$ cat src/rtl/mem_interface.sv
// mem_interface: MAR/MDR holding stage that runs one read or write at a time
// against a variable-latency req/ack memory port, aborting after TIMEOUT idle waits.
`default_nettype none

module mem_interface #(
  parameter int ADDR_W  = 9,
  parameter int TIMEOUT = 16
) (
  input  logic              clk,
  input  logic              clr,
  input  logic [31:0]       BusMuxOut,
  input  logic              MARin,
  input  logic              MDRin,
  input  logic              rd_req,
  input  logic              wr_req,
  output logic [31:0]       MDR_q,
  output logic [ADDR_W-1:0] MAR_q,
  output logic              busy,
  output logic              done,
  output logic              err,
  output logic [ADDR_W-1:0] mem_addr,
  output logic [31:0]       mem_wdata,
  output logic              mem_rd,
  output logic              mem_wr,
  input  logic [31:0]       mem_rdata,
  input  logic              mem_ack
);

  localparam logic [1:0] S_IDLE = 2'd0;
  localparam logic [1:0] S_RD   = 2'd1;
  localparam logic [1:0] S_WR   = 2'd2;
  localparam logic [1:0] S_FIN  = 2'd3;

  localparam logic [7:0] TIMEOUT_C = 8'(TIMEOUT);

  logic [1:0]        state_q, state_d;
  logic [ADDR_W-1:0] mar_q, mar_d;
  logic [31:0]       mdr_q, mdr_d;
  logic [7:0]        cnt_q, cnt_d;
  logic              err_q, err_d;
  logic              wait_w;
  logic              expire_w;

  assign wait_w   = (state_q == S_RD) || (state_q == S_WR);
  // Expiry is judged on the count this edge would produce, so an ack on that edge still wins.
  assign expire_w = (cnt_q == (TIMEOUT_C - 8'd1));

  always_ff @(posedge clk or negedge clr) begin
    if (!clr) begin
      state_q <= S_IDLE;
    end else begin
      state_q <= state_d;
    end
  end

  always_comb begin
    state_d = state_q;
    case (state_q)
      S_IDLE: begin
        if (rd_req) begin
          state_d = S_RD;
        end else if (wr_req) begin
          state_d = S_WR;
        end
      end
      S_RD, S_WR: begin
        if (mem_ack || expire_w) begin
          state_d = S_FIN;
        end
      end
      S_FIN:   state_d = S_IDLE;
      default: state_d = S_IDLE;
    endcase
  end

  always_comb begin
    busy   = (state_q != S_IDLE);
    done   = (state_q == S_FIN);
    mem_rd = (state_q == S_RD);
    mem_wr = (state_q == S_WR);
  end

  always_comb begin
    mar_d = mar_q;
    mdr_d = mdr_q;
    cnt_d = cnt_q;
    err_d = err_q;
    if (state_q == S_IDLE) begin
      if (MARin) begin
        mar_d = BusMuxOut[ADDR_W-1:0];
      end
      if (MDRin) begin
        mdr_d = BusMuxOut;
      end
      if (rd_req || wr_req) begin
        err_d = 1'b0;
        cnt_d = 8'd0;
      end
    end else if (wait_w) begin
      if (mem_ack) begin
        if (state_q == S_RD) begin
          mdr_d = mem_rdata;
        end
      end else if (expire_w) begin
        err_d = 1'b1;
      end else begin
        cnt_d = cnt_q + 8'd1;
      end
    end
  end

  always_ff @(posedge clk or negedge clr) begin
    if (!clr) begin
      mar_q <= '0;
      mdr_q <= '0;
      cnt_q <= '0;
      err_q <= 1'b0;
    end else begin
      mar_q <= mar_d;
      mdr_q <= mdr_d;
      cnt_q <= cnt_d;
      err_q <= err_d;
    end
  end

  assign MAR_q     = mar_q;
  assign MDR_q     = mdr_q;
  assign err       = err_q;
  assign mem_addr  = mar_q;
  assign mem_wdata = mdr_q;

endmodule

`default_nettype wire
$ cat config.mk
export PLATFORM = sky130hd
export DESIGN_NAME = mem_interface
export DESIGN_NICKNAME = d
export VERILOG_FILES = /design/src/rtl/mem_interface.sv
export SDC_FILE = /design/constraint.sdc
export NUM_CORES = 1
export LEC_CHECK = 0
export CAP_MARGIN = 20
export CELL_PAD_IN_SITES_DETAIL_PLACEMENT = 0
export CELL_PAD_IN_SITES_GLOBAL_PLACEMENT = 1
export CORE_MARGIN = 10
export CORE_UTILIZATION = 28
export DETAILED_ROUTE_END_ITERATION = 6
export GPL_TIMING_DRIVEN = 0
export HOLD_SLACK_MARGIN = 0.06
export PLACE_DENSITY = 0.79
export SLEW_MARGIN = 20
export SYNTH_ARGS = -nofsm -noshare
export SYNTH_HDL_FRONTEND = slang
export SYNTH_SLANG_ARGS = --single-unit
$ cat constraint.sdc
create_clock -name clk -period 1.9 [get_ports clk]
set_input_delay 0.19 -clock clk [delete_from_list [all_inputs] [get_ports clk]]
set_output_delay 0.19 -clock clk [all_outputs]
set_load 0.02 [all_outputs]
==> metrics.txt <==
outcome=complete, no violations; Final setup viols=0; Internal Pwr Total=0.00505 W; worst vdd ir=around 0.0006 V; vias in the first global route=2,807; Post-Syn Nets=358; final WL=9.87 mm; DR pass1 iterations=4; Syn-to-layout area delta=68.6%; YS warnings=0; HP Class=in -> async; Syn Inst Count=between 200 and 300; Max-cap violations=0; reg-to-reg endpoint=MDR_q[14]; CP Cell Sequence=inv_2 > ha_1 > clkdlybuf4s50_1; Core Rows=36; CP arrival=1640 ps; synthesized area per cell=just over 10 sq um; die area=14,700 sq um; slowest cell on the critical path=clkdlybuf4s50_1; Synth top area share=a little under half; Yosys top cell by area=dfrtp_1; DR iter-0 viols=89; final core occ=48.9%; fill count=roughly 920; PD cells=1810 nW/um^2; GP Congestion=0.749; WP buf/inv=2; reg2reg start=state_q[1]; clk buf depth=2; Layout Nets=approximately 530; switch share=a little over two fifths; peak per-stage delay on the critical path=slightly above 600 ps; Via-to-Cell Ratio=4.49; met1 WL=slightly below 4 mm; power share of the sequential group=23.5%; routed wl met3=between 600 and 700 microns; H-tree depth=2; DR DRC count=0; length of routed met2 wiring=5.31 mm; crit path launch type=flop; CTS buffer count=5; crit path max fanout=4; IO Pins=158; Die Wd=121 microns; DR vias=between 2,000 and 3,000; total grt overflow=0; share of layout cells above drive strength 1=19.0%; Netlist cell types=40; # clock sinks=52; HPWL Detailed=7.64 mm; Initial Util=29.0%; Final min period=approximately 1800 ps; FMAX=~0.55 GHz; Max Clock Skew=10.3 ps; actual slew at the worst max-slew pin=702 ps; Worst R2R Path Depth=8; Die H=121 microns; NetSw=0.00368 W; CP endpoint kind=output port; TritonCTS clock tree=built; Overall Global Routing Usage=12.6%; clock slew seen by the registers of the worst setup and hold paths=around 100 ps; global-route wire length before repair=15.1 mm; sequential-to-total area share from yosys stat=45.5%; latest clock arrival within the worst-skew pair=300 ps; Rel. slew slack=between 50% and 60%; core box area=9860 sq um; Top Layer Used=met4; Clk pwr share=between 7 and 8%; Top delay family on crit path=buffers and inverters; top post-synthesis cells by area=dfrtp_1 (45%), mux2i_1 (11%), buf_4 (11%); CP required=roughly 1700 ps; FF-to-FF setup slack=100 ps; endpoints failing hold=0; Antenna Cells=0; I/O Buffers=157; WL/cell=16.8 microns; crit share post-route=96.3%; Post-DRT Antenna Nets=0; #FFs+latches synth=52; synthesized area=~2900 sq um; Combinational Power Share=68.9%; Final Max Slew Viols=0; root buf cell=clkbuf_8; antenna violations before repair=0; Setup TNS Final=0 ps; Crit Path Category=reg -> out; leakage power=2.06 nW; largest net degree at the start of global routing=53
cell families after synthesis:
group | share of synthesized area, %
mux | 14.7
buf+inv | 13.4
compound gates | 11.3
simple gates | 12.4
flops | 45.5
fa+ha+maj | 2.62
flip-flops by register name (all words and copies together) (netlist names):
| register | count |
|---|---|
| state_q | 2 |
| cnt_q | 8 |
| MDR_q | 32 |
| MAR_q | 9 |
| err | 1 |
layer usage:
| layer | track usage, % | up-vias |
|---|---|---|
| met5 | 0 | - |
| met4 | 1.96 | 0 |
| met3 | 3.26 | 4 |
| met2 | 24.0 | 75 |
| met1 | 13.7 | 1269 |
| li1 | - | 1282 |
through the flow:
stage	hold slack (ps)	std cells	cell area (sq um)	setup WS [ps]	power, W
floorplan	-106	281	2860	140	0.00532
global placement	515	571	4600	-1070	0.00780
detailed placement	286	571	4600	-246	0.00789
CTS	490	580	4720	3.79	0.00861
global route	517	586	4820	-28.9	0.00932
finish	471	586	4820	69.9	0.00873
cell type report:
type | count | area, sq um | share of cell area [%]
Inverter | 5 | 18.8 | 0.389
Timing Repair Buffer | 165 | 1640 | 34.1
Multi-Input combinational cell | 171 | 1210 | 25.1
Buffer | 52 | 393 | 8.15
Clock buffer | 8 | 90.1 | 1.87
Tap cell | 133 | 166 | 3.45
Sequential cell | 52 | 1300 | 27.0
layout by cell type (no fill, tap or decap), drive strengths merged, types with 3 or more instances in the layout:
cell,Yosys,final
and3,4,4
mux2i,32,32
clkbuf,5,10
buf,49,58
nand3,4,4
dfrtp,52,52
nor2,36,36
nor4,3,3
nand2,7,7
nor2b,4,4
clkdlybuf4s50,0,155
a21oi,35,36
inv,5,5
mux2,9,9
ha,6,6
a211o,4,4
worst max-delay path by stage:
stage,to,depth (start not counted),start
finish,mem_rd,3,state_q[1]
global route,MDR_q[14],8,state_q[1]
CTS,cnt_q[7],5,state_q[1]
detailed placement,MDR_q[12],6,state_q[0]
global placement,MDR_q[4],1,clr
floorplan,cnt_q[7],6,state_q[0]
synthesized netlist by cell type:
| master | instances |
|---|---|
| o41ai_1 | 1 |
| o32ai_1 | 1 |
| o21a_4 | 1 |
| and2_1 | 1 |
| dfrtp_1 | 52 |
| nand3_1 | 4 |
| inv_1 | 5 |
| and4b_1 | 2 |
| nand3b_1 | 1 |
| o21ai_1 | 1 |
| o22a_1 | 1 |
| a311oi_1 | 2 |
| or2_2 | 1 |
| or3_4 | 1 |
| and3_1 | 4 |
| buf_1 | 1 |
| nor2b_1 | 4 |
| buf_4 | 41 |
| clkbuf_1 | 5 |
| a221o_1 | 2 |
| nor2_1 | 36 |
| nor3_1 | 1 |
| nor3b_1 | 1 |
| a2bb2oi_1 | 1 |
| nand4b_1 | 1 |
| mux2_2 | 9 |
| mux2i_1 | 32 |
| nand2_1 | 7 |
| nor4b_1 | 1 |
| o21ai_0 | 1 |
| a21oi_1 | 34 |
| a21oi_2 | 1 |
| ha_1 | 6 |
| a31oi_1 | 2 |
| or3_1 | 1 |
| nor3_2 | 1 |
| buf_2 | 7 |
| or2_1 | 1 |
| a211o_1 | 4 |
| nor4_1 | 3 |
power groups by stage:
| stage | Clock [W] | Sequential [W] | Combinational, W |
|---|---|---|---|
| 2_1_floorplan | 0 | 0.00253 | 0.00279 |
| 3_3_place_gp | 0 | 0.00206 | 0.00574 |
| 3_5_place_dp | 0 | 0.00209 | 0.00580 |
| 4_1_cts | 0.000687 | 0.00207 | 0.00586 |
| 5_1_grt | 0.000721 | 0.00214 | 0.00646 |
| 6_report | 0.000655 | 0.00206 | 0.00602 |
what timing repair did:
action / 4_1_cts / 5_1_grt
endpoints found under the hold margin: 52 / 0
setup endpoints to repair: 48 / 49
hold buffers: 1 / 0
gates cloned: 0 / 3
buffers inserted: 1 / 4
pin swaps: 1 / 2
resized for setup: 9 / 26
Power figures use the tool's default switching activity.
